===== src/rtl/uart_cmd_decoder_pkg.sv =====
// ----------------------------------------------------------------------------
// uart_cmd_pkg
// Shared constants for the UART command decoder: frame header, command codes,
// check-byte XOR mask, FSM state encoding and a command-recognition helper.
// No ports (package).
// ----------------------------------------------------------------------------
package uart_cmd_pkg;

    localparam logic [7:0] HDR_BYTE    = 8'hAA;
    localparam logic [7:0] CMD_FLAP    = 8'h46;
    localparam logic [7:0] CMD_RESTART = 8'h52;
    localparam logic [7:0] CMD_PAUSE   = 8'h50;
    localparam logic [7:0] CHECK_MASK  = 8'hFF;

    typedef enum logic [1:0] {
        IDLE    = 2'd0,
        GOT_HDR = 2'd1,
        GOT_CMD = 2'd2
    } state_t;

    function automatic logic is_known_cmd(input logic [7:0] cmd);
        return (cmd == CMD_FLAP) || (cmd == CMD_RESTART) || (cmd == CMD_PAUSE);
    endfunction

endpackage


===== src/rtl/uart_cmd_decoder_if.sv =====
// ----------------------------------------------------------------------------
// uart_cmd_decoder_if
// Byte stream from the UART receive stage into the command decoder.
//   rx_data  : received byte
//   rx_valid : one-cycle strobe (clk domain) marking rx_data valid
// Modports: master (UART receive side drives), slave (decoder samples).
// ----------------------------------------------------------------------------
interface uart_cmd_decoder_if;

    logic [7:0] rx_data;
    logic       rx_valid;

    modport master (output rx_data, output rx_valid);
    modport slave  (input  rx_data, input  rx_valid);

endinterface


===== src/rtl/uart_cmd_decoder_frame_timer.sv =====
// ----------------------------------------------------------------------------
// frame_timer
// Inter-byte timeout counter for a partially received frame.
//   clk     : system clock
//   rst     : synchronous active-high reset
//   clear   : restart the count (a byte arrived)
//   run     : count while high (a frame is in progress); held at 0 otherwise
//   expired : high in the cycle the count sits at TIMEOUT_CYCLES-1 while running
// ----------------------------------------------------------------------------
module frame_timer #(
    parameter int TIMEOUT_CYCLES = 1000000
) (
    input  logic clk,
    input  logic rst,
    input  logic clear,
    input  logic run,
    output logic expired
);

    localparam int CNT_W = (TIMEOUT_CYCLES > 1) ? $clog2(TIMEOUT_CYCLES) : 1;
    localparam logic [CNT_W-1:0] LAST = CNT_W'(TIMEOUT_CYCLES - 1);

    logic [CNT_W-1:0] cnt;

    assign expired = run && (cnt == LAST);

    // Restarting from 0 on expiry keeps the counter from wrapping while the
    // decoder is returning to IDLE.
    always_ff @(posedge clk) begin
        if (rst || clear || !run || expired) begin
            cnt <= '0;
        end else begin
            cnt <= cnt + CNT_W'(1);
        end
    end

endmodule


===== src/rtl/uart_cmd_decoder.sv =====
// ----------------------------------------------------------------------------
// uart_cmd_decoder
// Decodes 3-byte command frames (0xAA, cmd, cmd^0xFF) from a UART byte stream.
//   clk           : system clock
//   rst           : synchronous active-high reset
//   rx            : byte stream (rx_data, rx_valid), slave side
//   flap_pulse    : one-cycle pulse per accepted FLAP
//   restart_pulse : one-cycle pulse per accepted RESTART
//   paused        : pause level (toggled by PAUSE_TOGGLE, cleared by RESTART)
//   busy          : a frame is partially received
//   err_cnt       : saturating count of rejected / timed-out frames
//   last_cmd      : command byte of the most recent accepted frame
// ----------------------------------------------------------------------------
module uart_cmd_decoder
    import uart_cmd_pkg::*;
#(
    parameter int TIMEOUT_CYCLES = 1000000,
    parameter int ERR_W          = 8
) (
    input  logic                 clk,
    input  logic                 rst,
    uart_cmd_decoder_if.slave    rx,
    output logic                 flap_pulse,
    output logic                 restart_pulse,
    output logic                 paused,
    output logic                 busy,
    output logic [ERR_W-1:0]     err_cnt,
    output logic [7:0]           last_cmd
);

    function automatic logic [ERR_W-1:0] sat_inc(input logic [ERR_W-1:0] v);
        return (&v) ? v : v + ERR_W'(1);
    endfunction

    state_t     state, state_nxt;
    logic [7:0] cmd_q, cmd_nxt;
    logic       accept, reject, timeout;
    logic       expired;

    assign busy = (state != IDLE);

    frame_timer #(
        .TIMEOUT_CYCLES (TIMEOUT_CYCLES)
    ) u_frame_timer (
        .clk     (clk),
        .rst     (rst),
        .clear   (rx.rx_valid),
        .run     (busy),
        .expired (expired)
    );

    // A byte arriving in the expiry cycle takes priority over the timeout.
    always_comb begin
        state_nxt = state;
        cmd_nxt   = cmd_q;
        accept    = 1'b0;
        reject    = 1'b0;
        timeout   = 1'b0;
        case (state)
            IDLE: begin
                if (rx.rx_valid && (rx.rx_data == HDR_BYTE)) begin
                    state_nxt = GOT_HDR;
                end
            end
            GOT_HDR: begin
                if (rx.rx_valid) begin
                    cmd_nxt   = rx.rx_data;
                    state_nxt = GOT_CMD;
                end else if (expired) begin
                    timeout   = 1'b1;
                    state_nxt = IDLE;
                end
            end
            GOT_CMD: begin
                if (rx.rx_valid) begin
                    state_nxt = IDLE;
                    if ((rx.rx_data == (cmd_q ^ CHECK_MASK)) && is_known_cmd(cmd_q)) begin
                        accept = 1'b1;
                    end else begin
                        reject = 1'b1;
                    end
                end else if (expired) begin
                    timeout   = 1'b1;
                    state_nxt = IDLE;
                end
            end
            default: state_nxt = IDLE;
        endcase
    end

    always_ff @(posedge clk) begin
        if (rst) begin
            state         <= IDLE;
            cmd_q         <= 8'h00;
            flap_pulse    <= 1'b0;
            restart_pulse <= 1'b0;
            paused        <= 1'b0;
            err_cnt       <= '0;
            last_cmd      <= 8'h00;
        end else begin
            state         <= state_nxt;
            cmd_q         <= cmd_nxt;
            flap_pulse    <= accept && (cmd_q == CMD_FLAP);
            restart_pulse <= accept && (cmd_q == CMD_RESTART);
            if (accept) begin
                last_cmd <= cmd_q;
            end
            if (accept && (cmd_q == CMD_PAUSE)) begin
                paused <= ~paused;
            end else if (accept && (cmd_q == CMD_RESTART)) begin
                paused <= 1'b0;
            end
            if (reject || timeout) begin
                err_cnt <= sat_inc(err_cnt);
            end
        end
    end

endmodule

===== src/flat_wrapper.sv =====
// flat-port wrapper written by rule: the top's interface ports become plain ports
module uart_cmd_decoder_flat import uart_cmd_pkg::*;
#(
    parameter int TIMEOUT_CYCLES = 1000000,
    parameter int ERR_W          = 8
)
  (clk, rst, flap_pulse, restart_pulse, paused, busy, err_cnt, last_cmd, rx_rx_data, rx_rx_valid);
  uart_cmd_decoder_if rx_i ();
  input  logic clk;
  input  logic rst;
  output logic flap_pulse;
  output logic restart_pulse;
  output logic paused;
  output logic busy;
  output logic [ERR_W-1:0] err_cnt;
  output logic [7:0] last_cmd;
  input wire logic [$bits(rx_i.rx_data)-1:0] rx_rx_data;
  input wire logic [$bits(rx_i.rx_valid)-1:0] rx_rx_valid;
  assign rx_i.rx_data = rx_rx_data;
  assign rx_i.rx_valid = rx_rx_valid;
  uart_cmd_decoder #(.TIMEOUT_CYCLES(TIMEOUT_CYCLES), .ERR_W(ERR_W)) u_core (.clk(clk), .rst(rst), .rx(rx_i), .flap_pulse(flap_pulse), .restart_pulse(restart_pulse), .paused(paused), .busy(busy), .err_cnt(err_cnt), .last_cmd(last_cmd));
endmodule

===== config.mk =====
export PLATFORM = sky130hd
export DESIGN_NAME = uart_cmd_decoder_flat
export DESIGN_NICKNAME = d
export VERILOG_FILES = /design/src/rtl/uart_cmd_decoder_pkg.sv /design/src/rtl/uart_cmd_decoder_if.sv /design/src/rtl/uart_cmd_decoder_frame_timer.sv /design/src/rtl/uart_cmd_decoder.sv /design/src/flat_wrapper.sv
export SDC_FILE = /design/constraint.sdc
export NUM_CORES = 1
export LEC_CHECK = 0
export CAP_MARGIN = 20
export CORE_AREA = 2 2 70 79
export CTS_CLUSTER_DIAMETER = 60
export DETAILED_ROUTE_END_ITERATION = 10
export DIE_AREA = 0 0 72 81
export PLACE_DENSITY = 0.75
export SYNTH_ARGS = -nofsm -noshare
export SYNTH_HDL_FRONTEND = slang
export SYNTH_SLANG_ARGS = --single-unit

===== constraint.sdc =====
create_clock -name clk -period 1.9 [get_ports clk]
set_input_delay 0.19 -clock clk [delete_from_list [all_inputs] [get_ports clk]]
set_output_delay 0.19 -clock clk [all_outputs]
set_load 0.05 [all_outputs]

# --- After elaboration in Yosys (flattened, before gate mapping) ---
# Index checks and enable logic that the tools add are counted.
totals:
  ff_bits: 49
  in_bits: 11
  output_inout_bits: 20
op_classes:
  n_addsub: 2
  n_eq_ne: 9
  mux: 16
  bitwise: 3
  reduce_logical: 20
op_table:
  columns: ["operator", "n"]
  rows:
  - ["== test 8 x 7 -> 1 bit (second input constant)", 3]
  - ["adder 20 x 1 -> 20 bit (second input constant)", 1]
  - ["== test 20 bit (second input constant)", 1]
  - ["two-way mux 1 bit", 11]
  - ["adder 8 x 1 -> 8 bit (second input constant)", 1]
  - ["== test 8 bit", 1]
  - ["== test 8 bit (second input constant)", 1]
  - ["two-way mux 2 bit", 4]
  - ["NOT 8 bit", 1]
  - ["AND reduction 8 bit", 1]
  - ["logical AND 1 bit", 6]
  - ["logical OR 1 bit", 6]
  - ["one-hot mux 2 bit (3 select lines)", 1]
  - ["AND reduction 2 bit", 2]
  - ["nonzero test 2 bit", 2]
  - ["== test 2 x 1 -> 1 bit (second input constant)", 1]
  - ["== test 2 bit (second input constant)", 1]
  - ["logical NOT 2 bit", 1]
  - ["inequality test 2 x 1 -> 1 bit (second input constant)", 1]
  - ["NOT 1 bit", 2]
  - ["OR reduction 2 bit", 1]
  - ["logical NOT 1 bit", 1]

# --- Logic depth before layout (Yosys ltp) ---
# Gate-level depths: netlist of the first run.
logic_depth:
  ltp_word: 10
  ltp_mapped: 8
  mapped_depth_nobuf: 7

# --- Cells and area by module ---
# From an unflattened synthesis of the first run, not the netlist that was laid out.
unflattened:
  hier_cells: 272
  area_unflattened_um2: 2347.3
by_module_without_submodules:
  columns: ["mod", "instances", "cells_per_inst", "area_each_um2", "seq_area_each_um2"]
  rows:
  - ["uart_cmd_decoder", 1, 168, 1436.4, 580.6]
  - ["frame_timer", 1, 104, 910.9, 400.4]

# --- Worst setup path before layout of the first run ---
# No wires, ideal clock.
synth_path:
  kind: "register -> register"
  start: "reg u_core.err_cnt[0]"
  end: "reg u_core.err_cnt[5]"
  setup_ps: 121
  arrival_time_ps: 2186
  t_required_ps: 1779
  setup_slack_ps: -406
  path_stages_with_launch: 7
  path_buffers: 0
  period_less_slack_ps: 2306
  path_cell_list: "dfxtp_1 -> ha_1 -> and2_1 -> nand4_1 -> and4_4 -> a22oi_1 -> mux2_2"
synth_between:
  elab_chain_len: 3
  elab_cells_between_ends: 4
  classes_between: "1 x add/sub; 1 x bitwise; 2 x reduce/logical"
synth_rtl:
  columns: ["element", "line_no", "rtl"]
  rows:
  - ["start, declared", "uart_cmd_decoder.sv:27", "output logic [ERR_W-1:0] err_cnt,"]
  - ["start signal, assigned", "uart_cmd_decoder.sv:114", "err_cnt <= sat_inc(err_cnt);"]
  - ["branches (longest 3 deep; another with adder 8 x 1 -> 8 bit)", null, null]
# Several ways; the timed one is not identified.
# A chain may end at the register's enable or synchronous reset.

# --- Worst setup path in the final report of the first run ---
layout_path:
  start: "reg u_core.u_frame_timer.cnt[6]"
  end: "reg u_core.err_cnt[4]"
layout_between:
  elab_chain_len: 7
layout_rtl:
  columns: ["element", "line_no", "rtl"]
  rows:
  - ["start, declared", "uart_cmd_decoder_frame_timer.sv:23", "logic [CNT_W-1:0] cnt;"]
  - ["start signal, assigned", "uart_cmd_decoder_frame_timer.sv:33", "cnt <= cnt + CNT_W'(1);"]
  - ["== test 20 bit", "uart_cmd_decoder_frame_timer.sv:25", "assign expired = run && (cnt == LAST);"]
  - ["logical AND 1 bit", "uart_cmd_decoder_frame_timer.sv:25", null]
  - ["two-way mux 1 bit", "uart_cmd_decoder.sv:69, uart_cmd_decoder.sv:82", null]
  - ["two-way mux 1 bit", "uart_cmd_decoder.sv:75", "if (rx.rx_valid) begin"]
  - ["two-way mux 1 bit", null, null]
  - ["logical OR 1 bit", "uart_cmd_decoder.sv:113", "if (reject || timeout) begin"]
  - ["AND reduction 2 bit (no line)", null, null]
# No other way between the ends.

==> results of run 1 <==
[state kept, by name, indices dropped and copies added (netlist names)]
name                      cells
u_core.u_frame_timer.cnt     20
u_core.cmd_q                  8
u_core.err_cnt                8
u_core.last_cmd               8
u_core.state                  2
u_core.flap_pulse             1
u_core.paused                 1
u_core.restart_pulse          1
[per-stage QoR]
stage	cells	setup slack (ns)
2_1_floorplan	277	-0.04318
3_5_place_dp	416	-0.3549
4_1_cts	426	-0.06641
6_report	427	-0.06004
3_3_place_gp	416	-0.3214
5_1_grt	427	-0.1948
[cell families after synthesis]
group	synth area share, %
buf+inv	3.193
flops	39.74
mux	4.967
compound gates	7.705
xor+xnor	8.160
simple gates	33.20
fa+ha+maj	3.041
[layer usage]
layer | part of all wire [%] | vias to the layer above | track usage, %
met5 | 0 | - | 0
met3 | 4.1 | 7 | 3.846
met2 | 51 | 47 | 36.11
met4 | 1.2 | 0 | 6.415
met1 | 44 | 1056 | 25.08
li1 | - | 1150 | -
[area by class of cell]
| class | count | area (um2) |
|---|---|---|
| Clock buffer | 5 | 68.82 |
| Clock inverter | 3 | 47.55 |
| Fill cell | 413 | 1633 |
| Inverter | 6 | 22.52 |
| Multi-Input combinational cell | 211 | 1494 |
| Sequential cell | 49 | 1007 |
| Tap cell | 60 | 75.07 |
| Timing Repair Buffer | 93 | 802.0 |
[synthesized netlist by cell type, drive strengths merged (3+ instances only)]
master   n
or4      3
inv      6
buf      3
nand2   22
xnor2    7
nor4     6
dfxtp   49
ha       6
clkbuf   8
nand3b   3
mux2     7
and4     3
and3     5
and2     5
nor3b    5
nand3   20
nor4b    5
nor3     4
nor2    42
nor2b    7
xor2    16
nand4    7
mux2i    4
a21oi   12
[report_power, final]
group / switching, mW / internal (mW)
clock: 0.362 / 0.401
combinational: 0.0418 / 0.0506
sequential: 0.000398 / 1.02
total: 0.404 / 1.47
[final timing paths]
kind | from | end | slack, ns
hold reg to reg | u_core.cmd_q[6] | u_core.cmd_q[6] | 0.46
hold / removal | u_core.cmd_q[6] | u_core.cmd_q[6] | 0.46
setup / recovery | u_core.u_frame_timer.cnt[6] | u_core.err_cnt[4] | -0.06
setup reg to reg | u_core.u_frame_timer.cnt[6] | u_core.err_cnt[4] | -0.06
[worst max-delay path, stage by stage, from the launching register on]
cell                        delay (ns)
sky130_fd_sc_hd__dfxtp_2          0.33
sky130_fd_sc_hd__or4b_4           0.54
sky130_fd_sc_hd__nor4_4           0.22
sky130_fd_sc_hd__nand4_1          0.23
sky130_fd_sc_hd__o2bb2ai_1        0.21
sky130_fd_sc_hd__mux2_1           0.33
[placed cells by master, fill, tap and decap left out, drive strengths merged, types with 2 or more instances in the layout]
cell type      count
o2bb2ai            2
nor3b              5
mux2               7
nand2b             2
nor4b              5
nor4               6
nor2b              7
nor3               4
inv                8
nand4bb            2
ha                 6
nand3             20
and4               3
nand4              7
nand2             22
xor2              16
or4                3
nor2              42
and2               5
clkbuf             5
dfxtp             49
buf               64
a21oi             12
nand3b             3
and3               5
xnor2              7
clkdlybuf4s50     29
mux2i              4
[timing repair]
action | CTS | global route
setup endpoints to repair | 16 | 37
gates resized for setup | 12 | 11
pin swaps | 3 | 2
setup buffers | 2 | 1
cloned | 0 | 0
==> impl_metrics.csv, run 1 <==
group,metric,value,unit
worst_hold_path,min_path_cells,2,
die,die_area,5832,um2
worst_setup_path,worstSetupPathType,"register to register",
place,post_dp_hpwl,4.128,mm
synth,leading_post_synthesis_cells_by_cell_area,"sky130_fd_sc_hd__dfxtp_1, sky130_fd_sc_hd__nor2_1, sky130_fd_sc_hd__xor2_1",
outcome,outcome,"complete, but fails checks",
die,io_pins,31,
die,die_h,81,um
synth,number_of_synthesized_flops_with_an_enable_pin,0,
synth,async_reset_ff_share,0,%
detailed_routing,drt_iter0_drc,61,
place,io_buffers,30,
synth,synth_largest_type_area_fraction,39.74,%
worst_setup_path,launching_element_type_of_the_critical_path,"register",
timing,slew_headroom,66.19,%
timing,finalCritPeriodShare,103.2,%
worst_setup_path,critical_path_fanout_max,3,
clock_network,clk_sink_count,49,
worst_setup_path,ff2ff_path_depth,5,
outcome,failed_checks,"setup timing",
synth,syn-cell-area,2469,um2
worst_setup_path,worst-endpoint-required,2.10,ns
global_routing,grt_pass1_vias,2140,
synth,number_of_flip_flops_and_latches_in_the_synthesized_netlist,49,
die,initial_standard_cell_utilization_of_the_core,47.93,%
timing,final.min_clock_period,1.960,ns
power,total_power,1.876,mW
synth,ys_types,50,
power,power.static_leakage,1.338,nW
cells_and_area,layout_cell_share_with_drive_strength_beyond_1,29.43,%
die,die_width,72,um
synth,netlist_instances,277,
cells_and_area,nets,383,
clock_network,clockBufferDepth,2,
synth,synth.net_count,294,
clock_network,clk_transition_reported_paths,0.09,ns
place,placedInstanceArea,3288,um2
worst_hold_path,min_path_type,"register to register",
timing,setup_tns,-0.1056,ns
clock_network,clock_tree_from_tritoncts,"yes",
timing,fin_skew,0.009771,ns
timing,grt_setup_unrepaired,"yes",
synth,dominantRegCellSynth,"sky130_fd_sc_hd__dfxtp_1",
timing,finalSetupViolCount,2,
synth,synth_area_per_cell,8.912,um2
cells_and_area,finish.utilization,68.29,%
global_routing,grt-ovfl-total,0,
detailed_routing,detail_route.drc_violations,0,
detailed_routing,detail-route-antenna-nets,0,
die,design.core.area,5150,um2
clock_network,ctsHtreeMaxLevel,2,
global_routing,antenna_found_initial,0,
timing,final-max-slew-violation-count,0,
clock_network,clock_latency,0.31,ns
synth,yosysTopAreaCell,"sky130_fd_sc_hd__dfxtp_1",
synth,synth-warning-count,0,
detailed_routing,vias_per_cell,5.293,
die,rows,28,
global_routing,maximum_number_of_pins_on_one_net_before_global_route_repair,36,
cells_and_area,postLayoutCellArea,3517,um2
global_routing,global_route_wire_length_before_repair,9.508,mm
worst_setup_path,endpoint_kind,"register",
timing,hold_viol_final,0,
power,peakVddDrop,0.4480,mV
timing,fin_hold_ws,0.4607,ns
clock_network,cts_root_buffer,"sky130_fd_sc_hd__clkbuf_8",
synth,synth-seq-area-share,39.74,%
clock_network,number_of_buffers_created_by_cts,5,
place,place.gp.congestion,0.8421,
clock_network,holdBufCountCts,0,
power,power_density,533.5,nW/um2
worst_setup_path,arrival,2.16,ns
detailed_routing,routedWlPerCell,13.07,um
timing,worstMarginPinSlew,0.5056,ns
global_routing,groute.usage.overall,20.43,%
run,reported_max_cap_violation_count,0,
cells_and_area,area_growth_syn_to_layout,42.47,%
detailed_routing,dr_total_vias,2260,
timing,finalWorstSetupSlack,-0.06004,ns
cells_and_area,diodes,0,
detailed_routing,finalWirelength,5.580,mm
detailed_routing,first_pass_iters,4,
timing,fmax,0.5102,GHz
No activity file was read; power rests on OpenSTA's default activity.
==> run 2: changes to the inputs <==
==> constraint.sdc (replaced) <==
create_clock -name clk -period 1.9 [get_ports clk]
set_input_delay 0.19 -clock clk [delete_from_list [all_inputs] [get_ports clk]]
set_output_delay 0.19 -clock clk [all_outputs]
set_load 0.005 [all_outputs]
==> run 2 against run 1 <==
- the run still ends with setup timing left
- combinational power is 4.4% lower
- flip-flop and latch count stayed put
- routed wire length decreased by 0.11%
- clock skew fell by 0.00051 ns
- worst setup slack better by 0.029 ns
- clock-buffer cell count did not move
- die area did not move
- fmax increased by 1.5%
- sequential power barely moved
- sequential share of layout area grew 0.33 points
- non-clock buffer count decreased by 5
- design area shrank 3.0%
==> impl_metrics.csv, run 2 (synthesized netlist as in run 1, its figures left out) <==
group,metric,value,unit
outcome,outcome,"complete, but fails checks",
outcome,failed_checks,"setup timing",
worst_setup_path,worst_path_max_delay_cell,"sky130_fd_sc_hd__dfxtp_1",
place,io_buffers,30,
worst_setup_path,critPathMaxStageDelay,0.34,ns
clock_network,ctsHtreeMaxLevel,2,
place,place.gp.congestion,0.8530,
detailed_routing,finalWirelength,5.574,mm
timing,finalWorstSetupSlack,-0.03055,ns
timing,slew_headroom,60.66,%
worst_setup_path,arrival,2.14,ns
cells_and_area,area_growth_syn_to_layout,38.22,%
clock_network,clockBufferDepth,2,
detailed_routing,dr_total_vias,2221,
clock_network,clock_latency,0.31,ns
global_routing,maximum_number_of_pins_on_one_net_before_global_route_repair,33,
detailed_routing,vias_per_cell,5.263,
timing,final-max-slew-violation-count,0,
worst_setup_path,launching_element_type_of_the_critical_path,"register",
worst_setup_path,critical_path_fanout_max,3,
detailed_routing,drt_iter0_drc,53,
cells_and_area,layout_cell_share_with_drive_strength_beyond_1,26.24,%
timing,fmax,0.5180,GHz
global_routing,grt_pass1_vias,2008,
cells_and_area,diodes,0,
clock_network,number_of_buffers_created_by_cts,5,
clock_network,clock_tree_from_tritoncts,"yes",
worst_setup_path,r2r_slack,-0.03,ns
clock_network,holdBufCountCts,0,
detailed_routing,detail_route.drc_violations,0,
cells_and_area,postLayoutCellArea,3412,um2
timing,worstMarginPinSlew,0.5847,ns
clock_network,cts_root_buffer,"sky130_fd_sc_hd__clkbuf_8",
timing,finalCritPeriodShare,101.6,%
clock_network,cts_post_setup_buffers_inserted,0,
die,io_pins,31,
die,design.core.area,5150,um2
detailed_routing,detail-route-antenna-nets,0,
worst_setup_path,timing.critical_path.cells,"inv_1, ha_2, nor4b_2, and4_2, nand4_1, o2bb2ai_1, mux2_1",
cells_and_area,commonest_non_fill_non_tap_cells_in_the_layout,"sky130_fd_sc_hd__buf_4, sky130_fd_sc_hd__dfxtp_1, sky130_fd_sc_hd__nor2_1",
worst_setup_path,endpoint_kind,"register",
global_routing,global_route_wire_length_before_repair,8.907,mm
power,power_density,520.0,nW/um2
cells_and_area,largest_reg_flops,20,
die,initial_standard_cell_utilization_of_the_core,47.93,%
worst_hold_path,min_path_type,"register to register",
detailed_routing,routedWlPerCell,13.21,um
timing,final.min_clock_period,1.931,ns
power,total_power,1.774,mW
power,power.static_leakage,1.310,nW
die,die_h,81,um
cells_and_area,most_common_cell_after_layout_fill_and_taps_aside,"sky130_fd_sc_hd__buf_4",
cells_and_area,nets,378,
timing,fin_skew,0.009258,ns
place,placement.setup.worst_slack,-0.3873,ns
timing,grt_setup_unrepaired,"yes",
clock_network,clk_sink_count,49,
worst_setup_path,worst-endpoint-required,2.11,ns
global_routing,grt-ovfl-total,0,
die,die_width,72,um
place,post_dp_hpwl,4.122,mm
worst_setup_path,worstSetupPathType,"register to register",
global_routing,antenna_found_initial,0,
place,placedInstanceArea,3237,um2
timing,finalSetupViolCount,2,
cells_and_area,registers.top_by_ff_count,"u_core.u_frame_timer.cnt",
die,rows,28,
detailed_routing,first_pass_iters,4,
cells_and_area,num-fill-cells,421,
timing,hold_viol_final,0,
cells_and_area,finish.utilization,66.25,%
power,peakVddDrop,0.5485,mV
global_routing,groute.usage.overall,19.52,%
run,reported_max_cap_violation_count,0,
clock_network,clk_transition_reported_paths,0.10,ns
die,die_area,5832,um2
[run 2: cell count changes in the layout (fill, tap and decap cells not counted), sizes merged]
cell	before	now
bufinv	1	0
buf	64	58
clkinv	0	1
dlymetal6s2s	0	1
[run 2: cell type report]
cell class | instances | area, um2 | area share, %
Clock buffer | 5 | 68.82 | 2.017
Clock inverter | 3 | 28.78 | 0.8434
Tap cell | 60 | 75.07 | 2.200
Sequential cell | 49 | 988.4 | 28.97
Timing Repair Buffer | 88 | 750.7 | 22.00
Multi-Input combinational cell | 211 | 1478 | 43.31
Inverter | 6 | 22.52 | 0.6601
[run 2: stage by stage]
stage               std cells  hold WS, ns   TNS, ns
detailed placement        414       0.4507    -3.687
global route              422       0.4835   -0.5820
CTS                       422       0.4687   -0.1350
finish                    422       0.4677  -0.05752
global placement          414       0.4441    -3.097
floorplan                 277       0.3300  -0.08875
[run 2: metal layers]
layer	GRT usage, %	part of all wire (%)	up-vias
li1	-	-	1144
met1	23.70	45	1049
met2	34.54	52	22
met3	3.722	2.0	6
met4	6.604	1.1	0
met5	0	0	-
[run 2: critical path: cells and delay by family, from the launching register on]
kind            cells  cell delay, ns
fa+ha+maj           1            0.20
simple gates        3            0.67
compound gates      1            0.21
flops               1            0.34
buf+inv             1            0.07
mux                 1            0.33
[run 2: what timing repair did]
action                                  in CTS  in global routing
resized for setup                            5                 15
pin swaps                                    1                  4
endpoints found under the setup margin       8                 38
[run 2: report_power, final]
part,switching (mW),internal (mW),leakage (nW)
clock network,0.385,0.276,0.0506
logic,0.0406,0.0477,0.862
registers,0.000355,1.03,0.397
[run 2: final timing paths]
| check | depth (start not counted) | from | end |
|---|---|---|---|
| worst max-delay path | 7 | u_core.state[0] | u_core.err_cnt[4] |
| worst min-delay path | 2 | u_core.cmd_q[6] | u_core.cmd_q[6] |
| worst max register to register | 7 | u_core.state[0] | u_core.err_cnt[4] |
| worst min register to register | 2 | u_core.cmd_q[6] | u_core.cmd_q[6] |
==> run 3: changes to the inputs <==
==> constraint.sdc (replaced) <==
create_clock -name clk -period 1.9 [get_ports clk]
set_input_delay 0.38 -clock clk [delete_from_list [all_inputs] [get_ports clk]]
set_output_delay 0.38 -clock clk [all_outputs]
set_load 0.005 [all_outputs]
==> run 3 against run 2 <==
- the run still ends with setup timing left
- combinational power shrank 2.7%
- critical endpoint is now u_core.err_cnt[3]
- non-clock buffer count rose by 4
- register-to-register slack got worse by 0.02 ns
- first-iteration DRC count up 30%
- utilization increased by 0.85 points
- fmax fell by 0.83%
- clock-buffer cell count unchanged
- sequential share of layout area is 0.15 points lower
- clock skew down 0.0032 ns
- clock power increased by 0.6%
- die area stayed put
- worst setup slack worse by 0.016 ns
==> impl_metrics.csv, run 3 (synthesized netlist as in run 1, its figures left out) <==
group,metric,value,unit
place,io_buffers,30,
timing,grt_setup_unrepaired,"yes",
global_routing,grt-ovfl-total,0,
worst_setup_path,arrival,2.15,ns
clock_network,number_of_buffers_created_by_cts,5,
detailed_routing,routedWlPerCell,13.53,um
clock_network,clk_sink_count,49,
global_routing,antenna_found_initial,0,
cells_and_area,nets,382,
cells_and_area,num-fill-cells,399,
cells_and_area,layout_cell_share_with_drive_strength_beyond_1,27.60,%
detailed_routing,dr_total_vias,2306,
cells_and_area,commonest_non_fill_non_tap_cells_in_the_layout,"sky130_fd_sc_hd__buf_4, sky130_fd_sc_hd__nor2_1, sky130_fd_sc_hd__dfxtp_1",
die,die_width,72,um
clock_network,clockBufferDepth,2,
power,power_density,513.2,nW/um2
timing,finalWorstSetupSlack,-0.04663,ns
detailed_routing,maxUsedRoutingLayer,"met4",
timing,worstMarginPinSlew,0.5074,ns
die,rows,28,
cells_and_area,largest_reg_flops,20,
outcome,failed_checks,"setup timing",
worst_setup_path,endpoint_kind,"register",
timing,fin_hold_ws,0.4657,ns
place,post-place-cells,416,
cells_and_area,most_common_cell_after_layout_fill_and_taps_aside,"sky130_fd_sc_hd__buf_4",
worst_hold_path,min_path_type,"register to register",
clock_network,holdBufCountCts,0,
cells_and_area,registers.top_by_ff_count,"u_core.u_frame_timer.cnt",
clock_network,ctsHtreeMaxLevel,2,
cells_and_area,area_growth_syn_to_layout,39.99,%
detailed_routing,drt_iter0_drc,69,
worst_setup_path,worst-endpoint-required,2.10,ns
clock_network,clock_tree_from_tritoncts,"yes",
power,peakVddDrop,0.5187,mV
place,place.gp.congestion,0.8579,
detailed_routing,finalWirelength,5.765,mm
cells_and_area,layout.cells.non_filler,426,
detailed_routing,vias_per_cell,5.413,
detailed_routing,metal3_wl,209,um
outcome,outcome,"complete, but fails checks",
timing,slew_headroom,65.86,%
global_routing,grt_pass1_vias,2191,
worst_setup_path,critPathMaxStageDelay,0.55,ns
worst_setup_path,launching_element_type_of_the_critical_path,"register",
global_routing,maximum_number_of_pins_on_one_net_before_global_route_repair,33,
worst_setup_path,critical_path_fanout_max,3,
die,die_h,81,um
worst_setup_path,worst_path_max_delay_cell,"sky130_fd_sc_hd__or4b_4",
worst_setup_path,worstSetupPathType,"register to register",
timing,hold_viol_final,0,
die,io_pins,31,
die,die_area,5832,um2
detailed_routing,first_pass_iters,4,
worst_setup_path,timing.critical_path.cells,"or4b_4, nor4_4, nand4_1, o2bb2ai_1, mux2_1",
clock_network,clk_transition_reported_paths,0.10,ns
timing,finalSetupViolCount,3,
detailed_routing,detail_route.drc_violations,0,
power,power.static_leakage,1.338,nW
run,reported_max_cap_violation_count,0,
detailed_routing,wl_met2,2.910,mm
cells_and_area,multiInputGateArea,1500,um2
timing,fin_skew,0.006086,ns
timing,finalCritPeriodShare,102.5,%
cells_and_area,seqCellArea,996.0,um2
detailed_routing,detail-route-antenna-nets,0,
timing,final-max-slew-violation-count,0,
global_routing,global_route_wire_length_before_repair,9.542,mm
detailed_routing,met1_length,2.509,mm
timing,fmax,0.5137,GHz
timing,final.min_clock_period,1.947,ns
die,design.core.area,5150,um2
global_routing,groute.usage.overall,20.69,%
clock_network,cts_root_buffer,"sky130_fd_sc_hd__clkbuf_8",
place,post_dp_hpwl,4.312,mm
clock_network,clock_latency,0.30,ns
die,initial_standard_cell_utilization_of_the_core,47.93,%
cells_and_area,diodes,0,
run 3: cell types whose count changed in the layout (fill, tap and decap cells not counted), sizes merged:
cell	before	now
buf	58	62
clkdlybuf4s50	29	20
clkinv	1	0
dlygate4sd2	0	10
dlymetal6s2s	1	0
inv	8	9
run 3: area by class of cell:
class | count | area share (%)
clock buffers | 5 | 1.991
repair buffers | 92 | 22.12
multi-input cells | 211 | 43.41
inverters | 6 | 0.6517
flip-flops and latches | 49 | 28.82
clock inverters | 3 | 0.8327
well taps | 60 | 2.172
run 3: what timing repair did:
| action | CTS | global route |
|---|---|---|
| pin swaps | 11 | 7 |
| cloned | 0 | 0 |
| buffers inserted | 1 | 1 |
| resized for setup | 22 | 14 |
| setup endpoints to repair | 12 | 32 |
run 3: final timing paths:
kind / startpoint / end / slack (ns) / depth (start not counted)
max reg2reg: u_core.u_frame_timer.cnt[6] / u_core.err_cnt[3] / -0.05 / 5
min: u_core.cmd_q[6] / u_core.cmd_q[6] / 0.47 / 2
max: u_core.u_frame_timer.cnt[6] / u_core.err_cnt[3] / -0.05 / 5
min reg2reg: u_core.cmd_q[6] / u_core.cmd_q[6] / 0.47 / 2
run 3: metal layers:
metal / global-route usage [%] / vias to the layer above
met5: 0 / -
li1: - / 1155
met4: 7.925 / 0
met1: 24.24 / 1080
met2: 37.59 / 54
met3: 3.474 / 17
run 3: worst max-delay path: cells and delay by family (launching register included):
kind,cells,cell delay [ns]
AOI/OAI and AO/OA,1,0.20
DFF,1,0.33
muxes,1,0.33
and+or+nand+nor,3,0.99
run 3: metrics by stage:
step           instance area (um2)  setup slack, ns  util [%]  setup TNS [ns]  power, mW
2_1_floorplan                 2482         -0.03992         -        -0.08875      1.081
3_3_place_gp                  3252          -0.5051     63.14          -8.842      1.137
3_5_place_dp                  3252          -0.5750     63.14          -9.906      1.140
4_1_cts                       3390         -0.04651     65.82         -0.1184      1.794
5_1_grt                       3456          -0.1713     67.10          -1.038      1.840
6_report                      3456         -0.04663     67.10         -0.1312      1.774
run 3: report_power, final:
part / internal, mW / total [mW] / switching (mW)
registers: 1.02 / 1.02 / 0.000374
logic: 0.0430 / 0.0859 / 0.0429
clock network: 0.278 / 0.664 / 0.385
total: 1.34 / 1.77 / 0.429
